==> config.mk <==
export PLATFORM = sky130hd
export DESIGN_NAME = nios2_oci_dct_packer
export DESIGN_NICKNAME = d
export VERILOG_FILES = /design/src/rtl/nios2_oci_dct_packer.sv
export SDC_FILE = /design/constraint.sdc
export NUM_CORES = 1
export LEC_CHECK = 0
export ABC_CLOCK_PERIOD_IN_PS = 3220
export CAP_MARGIN = 20
export CORE_MARGIN = 2
export CORE_UTILIZATION = 40
export CTS_CLUSTER_SIZE = 24
export DETAILED_ROUTE_END_ITERATION = 8
export SLEW_MARGIN = 5
export SYNTH_ARGS = -nofsm -noshare
export SYNTH_HDL_FRONTEND = slang
export SYNTH_SLANG_ARGS = --single-unit
==> constraint.sdc <==
create_clock -name clk -period 3.22 [get_ports clk]
set_input_delay 0.644 -clock clk [delete_from_list [all_inputs] [get_ports clk]]
set_output_delay 0.644 -clock clk [all_outputs]
set_load 0.02 [all_outputs]
==> src/rtl/nios2_oci_dct_packer.sv <==
// Packs 3-bit OCI data-trace atoms into a 30-bit word with a slot count; full word or flush emits 1 cycle later.
// Backpressure: a held output word stalls atm_ready only once the accumulator is full; optional NIOS2_OCI_DCT_OVF_CNT_EN adds a stall counter.
module nios2_oci_dct_packer #(
  parameter int ATOM_W = 3,
  parameter int SLOTS  = 10
) (
  input  logic                    clk,
  input  logic                    reset_n,
  input  logic                    atm_valid,
  input  logic [ATOM_W-1:0]       atm,
  output logic                    atm_ready,
  input  logic                    flush,
  input  logic                    test_ending,
  output logic [ATOM_W*SLOTS-1:0] dct_buffer,
  output logic [3:0]              dct_count,
  output logic                    dct_valid,
  input  logic                    dct_ready
`ifdef NIOS2_OCI_DCT_OVF_CNT_EN
  ,
  output logic [7:0]              dct_ovf_cnt
`endif
);

  localparam int W = ATOM_W * SLOTS;
  localparam logic [3:0] SLOTS_C = 4'(SLOTS);

  logic [W-1:0] acc_buf;
  logic [3:0]   acc_cnt;
  logic         flush_pend;

  logic         flush_req;
  logic         acc_full;
  logic         xfer;
  logic         accept;
  logic [W-1:0] acc_buf_ins;
  logic [W-1:0] acc_buf_first;

  // flush_req is judged against the count before this cycle's atom lands
  assign flush_req = flush | test_ending;
  assign acc_full  = (acc_cnt == SLOTS_C);
  assign xfer      = (acc_full || flush_pend || (flush_req && (acc_cnt != 4'd0)))
                     && (!dct_valid || dct_ready);
  assign atm_ready = !acc_full || xfer;
  assign accept    = atm_valid && atm_ready;

  always_comb begin
    acc_buf_ins = acc_buf;
    for (int k = 0; k < SLOTS; k++) begin
      if (acc_cnt == 4'(k)) begin
        acc_buf_ins[k*ATOM_W +: ATOM_W] = atm;
      end
    end
    acc_buf_first                = '0;
    acc_buf_first[ATOM_W-1:0]    = atm;
  end

  always_ff @(posedge clk or negedge reset_n) begin
    if (!reset_n) begin
      acc_buf    <= '0;
      acc_cnt    <= 4'd0;
      flush_pend <= 1'b0;
      dct_buffer <= '0;
      dct_count  <= 4'd0;
      dct_valid  <= 1'b0;
    end else if (xfer) begin
      dct_buffer <= acc_buf;
      dct_count  <= acc_cnt;
      dct_valid  <= 1'b1;
      flush_pend <= 1'b0;
      // an atom arriving with the transfer opens the next word at slot 0
      if (accept) begin
        acc_buf <= acc_buf_first;
        acc_cnt <= 4'd1;
      end else begin
        acc_buf <= '0;
        acc_cnt <= 4'd0;
      end
    end else begin
      if (dct_valid && dct_ready) begin
        dct_valid <= 1'b0;
      end
      if (flush_req && (acc_cnt != 4'd0)) begin
        flush_pend <= 1'b1;
      end
      if (accept) begin
        acc_buf <= acc_buf_ins;
        acc_cnt <= acc_cnt + 4'd1;
      end
    end
  end

`ifdef NIOS2_OCI_DCT_OVF_CNT_EN
  always_ff @(posedge clk or negedge reset_n) begin
    if (!reset_n) begin
      dct_ovf_cnt <= 8'd0;
    end else if (flush_req && xfer) begin
      dct_ovf_cnt <= 8'd0;
    end else if (atm_valid && !atm_ready && (dct_ovf_cnt != 8'hff)) begin
      dct_ovf_cnt <= dct_ovf_cnt + 8'd1;
    end
  end
`endif

endmodule

==> qor.yml <==
start_util_pct: 41.7
irDropWorstVdd_mv: 0.293
yosys-top-cells-area: "dfrtp_1 (57%), mux2_4 (9.8%), mux2i_1 (8.8%), nor2_1 (3.9%), mux2_1 (1.8%)"
cts.root.buffer_cell: "clkbuf_8"
crit_fanout: 8
antenna_found_initial: 0
fin_tns_setup_ps: 0
tightest_slew_ps: 675
ys_top_cells_by_count: "dfrtp_1 (70), nor2_1 (32), mux2i_1 (27)"
max_freq_ghz: 0.339
status: "completed"
crit_type: "in2out"
fin_nets: 290
post-cts-setup-buffers: 0
regToRegSetupSlack_ps: 730
die_w_um: 91.4
finalSetupViolCount: 0
core_area_um2: 7330
cp-end-kind: "primary output"
syn2layout_area_growth_pct: 23.3
worst_ep_arrival_time_ps: 2310
clock_skew_ps: 11.1
grt_max_degree: 43
path_clk_slew_ps: 70
cts_tree: "built"
rsz0062_at_grt: "false"
portBuffers: 44
die_h_um: 91.4
synth_edf_count: 0
track_usage_pct: 15.8
crit_start: "dct_ready"
grt-ovfl-total: 0
final_core_utilization_pct: 51.4
hold_slack_ps: 328
syn-cell-area_um2: 3060
ys_types: 36
syn_inst: 229
min_path_type: "in2async"
synth_top_area_share_pct: 57.3
cts_max_path_buffers: 2
htreeDepth: 3
final_antenna_net_count: 0
postCtsHoldBufs: 0
synth_area_per_cell_um2: 13.4
finalCritPeriodShare_pct: 91.7
drc_errors: 0
leakagePower_nw: 1.83
slew_violations: 0
hold_violations: 0
fillers: 630
p_per_area_nw_per_um2: 790
drive_gt1_share_pct: 18.4
synth_ff_type: "dfrtp_1"
maxCapViolCount: 0
syn_nets: 242
start_kind: "input pin"
yosysMostFrequentCell: "dfrtp_1"
slew_headroom_pct: 55.0
async_flop_share_pct: 100
regToRegStartpoint: "acc_cnt[0]"
reg2reg_depth: 6
r2r_end: "dct_buffer[2]"
firstDrtPassIters: 4
ys_ff_latch: 70
via_per_inst: 4.88
yosys_warnings: 0
rows: 31
critPathRequiredTime_ps: 2580
drt_iter0_markers: 106
vias: 1859
wire_per_inst_um: 15.3
worstSetupEndpoint: "atm_ready"
cts_buffers: 9
synth_top_area_cell: "dfrtp_1"
clkLatencyLatePin_ps: 350
pin_count: 45
ys_seq_area_share_pct: 57.3
cts_resized: 0
first_global_vias: 1931
dpl.hpwl_mm: 3.79
dieArea_um2: 8360
cts_sinks: 70
grt_pass1_wl_mm: 9.99
period_minus_slack_ps: 2950
drt_wl_total_mm: 5.82
globalplace.congestion: 0.851
antenna_cells: 0
[power breakdown]
| group | leakage [nW] | internal (W) | total, W | switching [W] |
|---|---|---|---|---|
| registers | 0.954 | 0.00105 | 0.00118 | 0.000123 |
| clock network | 0.0996 | 0.000399 | 0.000715 | 0.000316 |
| logic | 0.778 | 0.000508 | 0.00109 | 0.000578 |
[final cells by class]
cell class / instances / area [µm²] / area share, %
clock buffers: 13 / 159 / 4.21
clock inverters: 3 / 42.5 / 1.13
inverters: 3 / 11.3 / 0.299
multi-input cells: 143 / 1190 / 31.6
flip-flops and latches: 70 / 1750 / 46.4
well taps: 99 / 124 / 3.28
repair buffers: 50 / 493 / 13.1
[cell usage in the layout (no fill, tap or decap), types with 2 or more instances in the layout]
| cell type | netlist | layout |
|---|---|---|
| dfrtp_1 | 70 | 70 |
| clkbuf_8 | 0 | 11 |
| a2111oi_2 | 2 | 2 |
| nand2_1 | 7 | 7 |
| clkdlybuf4s50_1 | 0 | 43 |
| mux2i_1 | 27 | 27 |
| mux2_2 | 5 | 5 |
| a21oi_1 | 3 | 3 |
| mux2_1 | 5 | 5 |
| ha_1 | 4 | 4 |
| o21ai_0 | 7 | 7 |
| mux2_4 | 20 | 20 |
| nor2_1 | 32 | 32 |
| clkbuf_1 | 3 | 2 |
| buf_4 | 0 | 5 |
| a31oi_1 | 2 | 2 |
| inv_1 | 3 | 3 |
| nor2b_1 | 2 | 2 |
| nor3_1 | 4 | 4 |
| nand3_1 | 5 | 5 |
| a22o_1 | 4 | 4 |
[critical path: stages]
cell and delay (ps):
clkdlybuf4s50_1 430, nor2b_1 490, nand2_1 170, clkdlybuf4s50_1 570
[flip-flops by register name, summed over array words and instances, names as in the netlist]
signal      count
acc_buf        30
flush_pend      1
dct_buffer     30
dct_valid       1
acc_cnt         4
dct_count       4
[cells by family after synthesis]
logic type / synth area share (%)
and+or+nand+nor: 8.88
buffers and inverters: 3.80
xor gates and xnor gates: 0.573
DFF: 57.3
AOI/OAI and AO/OA: 5.48
adders and majority gates: 1.64
muxes: 22.3
[worst min-delay path by stage]
| stage | start | end | cells after the start |
|---|---|---|---|
| after floorplan | reset_n | acc_buf[0] | 0 |
| after global routing | reset_n | acc_buf[6] | 1 |
| final | reset_n | dct_buffer[0] | 1 |
| after global placement | acc_buf[26] | dct_buffer[26] | 1 |
| after CTS | reset_n | acc_buf[6] | 1 |
| after detailed placement | acc_buf[24] | dct_buffer[24] | 1 |
[layer usage]
metal | wire (µm) | global-route usage, % | part of all wire [%]
met3 | 145 | 3.57 | 2.5
met2 | 2520 | 22.2 | 43
met1 | 2990 | 22.2 | 51
met4 | 165 | 9.09 | 2.8
met5 | 0 | 0 | 0
[stage by stage]
| stage | power [W] | std cells | cell area [µm²] | setup slack (ps) |
|---|---|---|---|---|
| after floorplan | 0.00199 | 229 | 3060 | 1110 |
| after detailed placement | 0.00229 | 365 | 3570 | 312 |
| final | 0.00298 | 381 | 3770 | 266 |
| after global routing | 0.00317 | 381 | 3770 | 157 |
| after CTS | 0.00302 | 381 | 3770 | 303 |
| after global placement | 0.00228 | 365 | 3570 | 407 |
Power figures use the tool's default switching activity.
